File: config.mk
export PLATFORM = sky130hd
export DESIGN_NAME = uart_mmio_ctrl
export DESIGN_NICKNAME = d
export VERILOG_FILES = /design/src/rtl/mips150_io_pkg.sv /design/src/rtl/io_rx_fifo.sv /design/src/rtl/uart_mmio_ctrl.sv
export SDC_FILE = /design/constraint.sdc
export NUM_CORES = 1
export LEC_CHECK = 0
export ABC_CLOCK_PERIOD_IN_PS = 3600
export CORE_MARGIN = 5
export CORE_UTILIZATION = 60
export DETAILED_ROUTE_END_ITERATION = 10
export DONT_BUFFER_PORTS = 1
export GPL_TIMING_DRIVEN = 1
export PLACE_DENSITY = 0.79
export SLEW_MARGIN = 25
export SYNTH_ARGS = -nofsm -noshare
export SYNTH_HDL_FRONTEND = slang
export SYNTH_HIERARCHICAL = 1
export SYNTH_SLANG_ARGS = --single-unit
File: constraint.sdc
create_clock -name clk -period 3.6 [get_ports clk]
set_input_delay 1.08 -clock clk [delete_from_list [all_inputs] [get_ports clk]]
set_output_delay 1.08 -clock clk [all_outputs]
set_load 0.02 [all_outputs]
File: src/rtl/mips150_io_pkg.sv
// Shared MIPS150 I/O definitions: region nibble, register offsets, status bit positions.
package mips150_io_pkg;

  localparam logic [3:0] IO_REGION = 4'h8;

  localparam logic [7:0] UART_STAT = 8'h00;
  localparam logic [7:0] UART_RX   = 8'h04;
  localparam logic [7:0] UART_TX   = 8'h08;
  localparam logic [7:0] CYC_CNT   = 8'h10;
  localparam logic [7:0] INS_CNT   = 8'h14;
  localparam logic [7:0] CNT_RST   = 8'h18;

  localparam int unsigned STAT_TX_IDLE     = 0;
  localparam int unsigned STAT_RX_NONEMPTY = 1;

endpackage

File: src/rtl/io_rx_fifo.sv
// Synchronous FIFO for UART receive bytes; head is presented combinationally on dout.
module io_rx_fifo #(
  parameter int unsigned DEPTH = 8,
  parameter int unsigned W     = 8
) (
  input  logic         clk,
  input  logic         rst,
  input  logic         push,
  input  logic [W-1:0] din,
  output logic         full,
  input  logic         pop,
  output logic [W-1:0] dout,
  output logic         empty
);
  localparam int unsigned AW = $clog2(DEPTH);

  logic [W-1:0]  mem_q [DEPTH];
  logic [AW-1:0] wr_ptr_q, wr_ptr_d;
  logic [AW-1:0] rd_ptr_q, rd_ptr_d;
  logic [AW:0]   count_q, count_d;
  logic          do_push, do_pop;

  assign full  = (count_q == (AW+1)'(DEPTH));
  assign empty = (count_q == '0);
  assign dout  = mem_q[rd_ptr_q];

  // Full/empty come from the current count, so a push into a full FIFO is refused
  // even when a pop happens in the same cycle.
  always_comb begin
    do_push  = push & ~full;
    do_pop   = pop & ~empty;
    wr_ptr_d = wr_ptr_q + AW'(do_push);
    rd_ptr_d = rd_ptr_q + AW'(do_pop);
    count_d  = count_q + (AW+1)'(do_push) - (AW+1)'(do_pop);
  end

  always_ff @(posedge clk) begin
    if (rst) begin
      wr_ptr_q <= '0;
      rd_ptr_q <= '0;
      count_q  <= '0;
    end else begin
      wr_ptr_q <= wr_ptr_d;
      rd_ptr_q <= rd_ptr_d;
      count_q  <= count_d;
    end
  end

  always_ff @(posedge clk) begin
    if (do_push) mem_q[wr_ptr_q] <= din;
  end

endmodule

File: src/rtl/uart_mmio_ctrl.sv
// MMIO controller between the MIPS150 data-memory port and the UART: decode, RX FIFO,
// TX holding register, cycle/instruction counters, 1-cycle-latency load data.
module uart_mmio_ctrl
  import mips150_io_pkg::*;
#(
  parameter int unsigned RX_DEPTH = 8,
  parameter int unsigned CNT_W    = 32
) (
  input  logic        clk,
  input  logic        rst,
  input  logic        stall,
  input  logic [31:0] addr,
  input  logic        re,
  input  logic [3:0]  we,
  input  logic [31:0] din,
  output logic        io_sel,
  output logic [31:0] dout,
  input  logic        instr_retire,
  output logic [7:0]  tx_data,
  output logic        tx_valid,
  input  logic        tx_ready,
  input  logic [7:0]  rx_data,
  input  logic        rx_valid,
  output logic        rx_ready
);
  logic [31:0]      dout_q, dout_d;
  logic [7:0]       tx_data_q, tx_data_d;
  logic             tx_valid_q, tx_valid_d;
  logic [CNT_W-1:0] cyc_q, cyc_d;
  logic [CNT_W-1:0] ins_q, ins_d;

  logic       access, rd_en, wr_en, rx_pop;
  logic [7:0] off;
  logic       fifo_full, fifo_empty;
  logic [7:0] fifo_head;
  logic       unused_bits;

  assign unused_bits = ^{addr[27:8], din[31:8]};

  assign io_sel   = (addr[31:28] == IO_REGION);
  assign off      = addr[7:0];
  assign access   = io_sel & ~stall & (re | (|we));
  assign rd_en    = access & re;
  assign wr_en    = access & (|we);
  assign rx_pop   = rd_en & (off == UART_RX);
  assign rx_ready = ~fifo_full;
  assign dout     = dout_q;
  assign tx_data  = tx_data_q;
  assign tx_valid = tx_valid_q;

  io_rx_fifo #(.DEPTH(RX_DEPTH), .W(8)) u_rx_fifo (
    .clk   (clk),
    .rst   (rst),
    .push  (rx_valid & rx_ready),
    .din   (rx_data),
    .full  (fifo_full),
    .pop   (rx_pop),
    .dout  (fifo_head),
    .empty (fifo_empty)
  );

  always_comb begin
    dout_d = dout_q;
    if (rd_en) begin
      case (off)
        UART_STAT: begin
          dout_d                   = '0;
          dout_d[STAT_TX_IDLE]     = ~tx_valid_q;
          dout_d[STAT_RX_NONEMPTY] = ~fifo_empty;
        end
        UART_RX: dout_d = fifo_empty ? '0 : {24'b0, fifo_head};
        CYC_CNT: dout_d = 32'(cyc_q);
        INS_CNT: dout_d = 32'(ins_q);
        default: dout_d = '0;
      endcase
    end
  end

  // tx_idle is taken from the registered valid, so a store landing on the
  // handshake-completion cycle sees the port busy and is dropped.
  always_comb begin
    tx_data_d  = tx_data_q;
    tx_valid_d = tx_valid_q;
    if (tx_valid_q && tx_ready) begin
      tx_valid_d = 1'b0;
    end else if (wr_en && off == UART_TX && !tx_valid_q) begin
      tx_valid_d = 1'b1;
      tx_data_d  = din[7:0];
    end
  end

  always_comb begin
    cyc_d = cyc_q + 1'b1;
    ins_d = ins_q + CNT_W'(instr_retire & ~stall);
    if (wr_en && off == CNT_RST) begin
      cyc_d = '0;
      ins_d = '0;
    end
  end

  always_ff @(posedge clk) begin
    if (rst) begin
      dout_q     <= '0;
      tx_data_q  <= '0;
      tx_valid_q <= 1'b0;
      cyc_q      <= '0;
      ins_q      <= '0;
    end else begin
      dout_q     <= dout_d;
      tx_data_q  <= tx_data_d;
      tx_valid_q <= tx_valid_d;
      cyc_q      <= cyc_d;
      ins_q      <= ins_d;
    end
  end

endmodule
* After elaboration in Yosys (flattened, before gate mapping)
Memory sizes are Yosys's and may differ from the RTL's. A register that Yosys moved wholly into a read port is not among the register bits.
Cells that the tools add are included.
** Storage, ports and cells
- Bits in latches :: 0
- Input bits :: 83
- Bits in writable memories :: 64
- Flip-flop bits (word level) :: 115
- ROM bits :: 0
- Output and inout port bits :: 43
- Logic and storage cells :: 54
- Memories :: 1
** Operators by class
- Div/mod/pow operators :: 0
- Bitwise operators :: 16
- Multiply operators :: 0
- Equality and inequality tests :: 7
- Shift-type cells :: 0
- Reductions and logical operators :: 11
- Mux-type cells :: 5
- $add $sub $neg :: 6
- Order comparisons :: 0
** Memories
- u_rx_fifo.mem_q :: words 8, width 8, read ports 1, clocked after memory_dff 1, write ports 1, RTL line io_rx_fifo.sv:17 : logic [W-1:0] mem_q [DEPTH];
** Operator list (count)
- $pmux W32 S4 :: 1
- $add A32 B1 Y32 const B :: 1
- $add A32 B32 Y32 :: 1
- $and A1 B32 Y32 :: 1
- $not A1 Y32 :: 1
- $eq A8 B5 Y1 const B :: 3
- $and A1 B1 Y1 :: 8
- $eq A4 B4 Y1 const B :: 2
- $eq A8 B3 Y1 const B :: 1
- $eq A8 B4 Y1 const B :: 1
- $logic_not A8 Y1 :: 1
- $mux W8 :: 1
- $add A3 B1 Y3 :: 2
- $not A1 Y1 :: 5
- $add A4 B1 Y4 :: 1
- $logic_and A1 B1 Y1 :: 4
- $logic_not A4 Y1 :: 1
- $reduce_or A2 Y1 :: 2
- $reduce_or A4 Y1 :: 1
- $sub A4 B1 Y4 :: 1
- $mux W3 :: 1
- $mux W1 :: 2
- $reduce_and A2 Y1 :: 1
- $logic_not A1 Y1 :: 1
- $or A1 B1 Y1 :: 1

* Depth between registers and ports, before layout
- Depth in word-level cells :: 8
- Mapped depth :: 12
- Depth with buffers taken out :: 12

* Modules after synthesis
The synthesis kept the hierarchy.
** By module, submodules not included
- uart_mmio_ctrl :: times used 1, area each 4993.5 µm², sequential area each 2102.0 µm², cells each 598
- io_rx_fifo :: times used 1, area each 3044.2 µm², sequential area each 2122.0 µm², cells each 157

* Worst setup path before layout
No wires, ideal clock.
- Path type :: input-to-reg
- Start :: in addr[29]
- End :: reg u_rx_fifo.count_q[1]
- Library setup time :: 128 ps
- Path buffers :: 1
- Arrival :: 3539 ps
- Path slack :: -67 ps
- Cell stages on the path :: 10
- Required time :: 3472 ps
- Cell sequence :: nor4b_2 > and3b_1 > clkbuf_1 > and4_1 > nor2b_1 > ha_1 > inv_1 > ha_1 > fa_1 > nor2b_1
** On the way
- Cells in the longest elaborated chain, start to end :: 7
** Ends and longest elaborated chain
- start: declaration :: RTL line uart_mmio_ctrl.sv:12 : input logic [31:0] addr,
- $eq A4 B4 Y1 :: RTL line uart_mmio_ctrl.sv:40 : assign io_sel = (addr[31:28] == IO_REGION);
- $and A1 B1 Y1 (2 in a row) :: RTL line uart_mmio_ctrl.sv:42 : assign access = io_sel & ~stall & (re | (|we));
- $and A1 B1 Y1 :: RTL line uart_mmio_ctrl.sv:43 : assign rd_en = access & re;
- $and A1 B1 Y1 :: RTL line uart_mmio_ctrl.sv:45 : assign rx_pop = rd_en & (off == UART_RX);
- net rx_pop :: RTL line uart_mmio_ctrl.sv:32 : logic access, rd_en, wr_en, rx_pop;
- $and A1 B1 Y1 :: RTL line io_rx_fifo.sv:31 : do_pop = pop & ~empty;
- $sub A4 B1 Y4 :: RTL line io_rx_fifo.sv:34 : count_d = count_q + (AW+1)'(do_push) - (AW+1)'(do_pop);
- net u_rx_fifo.count_d[1] :: RTL line io_rx_fifo.sv:20 : logic [AW:0] count_q, count_d;
- end signal: assignment :: RTL line io_rx_fifo.sv:45 : count_q <= count_d;
- end: declaration :: RTL line io_rx_fifo.sv:20
The timed path passes the listed nets, and every way through them passes these cells.
A chain may end at the register's enable or synchronous reset.

* Worst setup path after layout
- Start :: reg u_rx_fifo.count_q[2]
- End :: out rx_ready
** On the way
- Cells in the longest elaborated chain, start to end :: 2
** Ends and longest elaborated chain
- $eq A4 B4 Y1 :: RTL line io_rx_fifo.sv:23 : assign full = (count_q == (AW+1)'(DEPTH));
- net fifo_full :: RTL line uart_mmio_ctrl.sv:34 : logic fifo_full, fifo_empty;
- $not A1 Y1 :: RTL line uart_mmio_ctrl.sv:46 : assign rx_ready = ~fifo_full;
- end: declaration :: RTL line uart_mmio_ctrl.sv:24 : output logic rx_ready
The timed path passes the listed nets, and every way through them passes these cells.

==> flow_summary.ini <==
[floorplanning]
num_io_pins = 126
chipHeight_um = 126
die-area_um2 = 15800
rows = 42
initial_core_util = 0.609
die_x_um = 126
core_region_area_um2 = 13200

[min_path]
hold_class = reg2reg

[sta]
tightest_slew_ns = 0.955
max_slew_margin = 0.361
period_share = 0.775
worst_slack_ns = 0.811
max_freq_mhz = 359
fin_crit_ns = 2.79
final-hold-violation-count = 0
drv_slew = 0
whs_ns = 0.496
rsz0062_at_grt = no
setup_violations = 0
finalSetupTns_ns = 0
clock_skew_ns = 0.00868

[finish]
drive_gt1_frac = 0.104
fin_area_um2 = 8760
final_common_cell = dfxtp_1
fin_nets = 840
final_cells = 932
layout_common_cells = 115 x dfxtp_1, 72 x a21oi_1, 64 x edfxtp_1, 59 x nand2_1, 54 x nand3_1
utilization = 0.664
n_antenna_cell = 0
synthToLayoutAreaGrowth_pct = 8.95

[critical_path]
crit_path_end_kind = output pin
reg2reg_to = u_rx_fifo/count_q[1]
startpoint = u_rx_fifo/count_q[2]
cp-endpoint = rx_ready
cp.required_ns = 2.52
worstPathArrival_ns = 1.71
cp_max_fo = 4
path_class = reg2out
r2r_slack_ns = 1.13
crit_path_start_kind = register
reg2reg_depth = 11
r2r-start = u_rx_fifo/count_q[2]

[yosys]
ys_seq_elements = 179
synth_edf_count = 64
synth_cell_types = 50
muxShareOfSynthArea = 0.101
yosysTopAreaCell = dfxtp_1
syn-instance-count = 755
post_synth_xor_area_fraction = 0.0272
synthesis.nets = 852
synth_top_family_by_area = simple AND/OR/NAND/NOR gates
yosys.area.top_type_share = 0.286
synth-compound-area-share = 0.102
ys.flop_type = dfxtp_1
async_flop_share = 0
synth_adder_area_share = 0.0227
yosysSeqAreaShare = 0.526
ys_warn_count = 6
syn_area_um2 = 8040
synth-simple-area-share = 0.186
syn-mean-instance-area_um2 = 10.6
synth.top_cells.by_area = dfxtp_1 29%, edfxtp_1 24%, mux4_1 4.9%

[drt]
ant_nets = 0
dr.pass1.iters = 5
drtIter0Drc = 431
wl_mm = 17.3
vias = 5765
post-route-drc-count = 0
post_drt_via_cell_ratio = 6.19
wl_per_cell_um = 18.6

[clock_network]
insertion_delay_ns = 0.43
holdBufCountCts = 0
post_cts_buffers = 0
cts_tree = yes
cts_inserted_buffers = 17
htreeDepth = 4
cts_resized = 0
path_clk_slew_ns = 0.07
clk_path_buf_depth = 2
cts_sinks = 179
cts_root_buf = clkbuf_16

[run]
max-cap-violations = 0

[placement]
place_ws_ns = 0.488
gp_congestion = 0.811
dp_hpwl_mm = 11.7
dpl.cell_count = 900
placed_cell_area_um2 = 8190
port-buffer-count = 0

[global_route]
grt_pass1_wl_mm = 28.1
first_global_vias = 5599
antenna_found_initial = 0
overflow = 0
grt_use_total = 0.220
grt_start_max_net_pins = 56

[pwr]
vdd.ir_drop.worst_mv = 0.477
power.density_nw_per_um2 = 495
power.total_mw = 4.34
p_leak_nw = 2.85

[run_status]
status = completed
critical path, cell delays in order, from the launching register on:
cell and delay, ns:
dfxtp_1 0.30, inv_1 0.09, ha_1 0.16, or3b_2 0.50
inv_1 0.11, inv_1 0.11
flip-flops by register name, indices dropped and copies added (netlist names):
signal and cells:
u_rx_fifo/wr_ptr_q 3, dout 32, u_rx_fifo/rd_ptr_q 3, ins_q 32
tx_data 8, tx_valid 1, cyc_q 32, u_rx_fifo/mem_q 64
u_rx_fifo/count_q 4
where the power goes:
group	switching [mW]	internal, mW
Clock	0.833	0.975
Sequential	0.0327	2.17
Combinational	0.179	0.145
Total	1.04	3.29
synth_stat cells (3+ instances only):
| cell type | number |
|---|---|
| nor2_1 | 42 |
| mux2i_1 | 10 |
| or4_1 | 23 |
| edfxtp_1 | 64 |
| nor3b_1 | 4 |
| nor4_1 | 3 |
| ha_1 | 13 |
| nand2b_1 | 3 |
| nand3_1 | 54 |
| a21oi_1 | 72 |
| and2_1 | 4 |
| o2bb2ai_1 | 6 |
| a22o_1 | 6 |
| o31ai_1 | 17 |
| mux2_2 | 26 |
| buf_1 | 5 |
| nand4_1 | 17 |
| inv_1 | 22 |
| clkbuf_1 | 32 |
| mux4_1 | 15 |
| xor2_1 | 13 |
| or2_2 | 3 |
| and4_1 | 9 |
| buf_2 | 4 |
| or3_1 | 18 |
| o21ai_0 | 37 |
| and3_1 | 6 |
| nor2b_1 | 13 |
| nand2_1 | 59 |
| dfxtp_1 | 115 |
| nor3_1 | 8 |
| xnor2_1 | 12 |
layout make-up:
class                      instances  area (um^2)
fill                             940         4430
clock buffer                      18          429
clock inverter                    14          141
tap                              176          220
timing repair buffer              13          110
sequential                       179         4220
inverter                          22         82.6
multi-input combinational        510         3550
kinds of logic (layout without fill, tap and decap cells):
logic type / Yosys count / in the layout
AOI/OAI and AO/OA: 143 / 143
xor gates and xnor gates: 25 / 25
adders and majority gates: 14 / 14
buffers and inverters: 66 / 67
DFF: 179 / 179
muxes: 52 / 52
and+or+nand+nor: 276 / 276
worst min-delay path by stage:
stage                    from  cells past startpoint  slack, ns   endpoint
floorplan            cyc_q[0]                      1       0.44   cyc_q[0]
global placement    ins_q[26]                      2       0.47  ins_q[26]
detailed placement  ins_q[23]                      2       0.48  ins_q[23]
CTS                 ins_q[23]                      2       0.49  ins_q[23]
global route        ins_q[23]                      2       0.52  ins_q[23]
finish              ins_q[23]                      2       0.50  ins_q[23]
metal layers:
metal / share of wire / GRT usage / up-vias
met5: 0 / 0 / -
met4: 0.022 / 0.0719 / 0
met3: 0.053 / 0.0648 / 27
met2: 0.52 / 0.392 / 150
met1: 0.40 / 0.256 / 2796
li1: - / - / 2792
(Power assumes the default switching activity.)
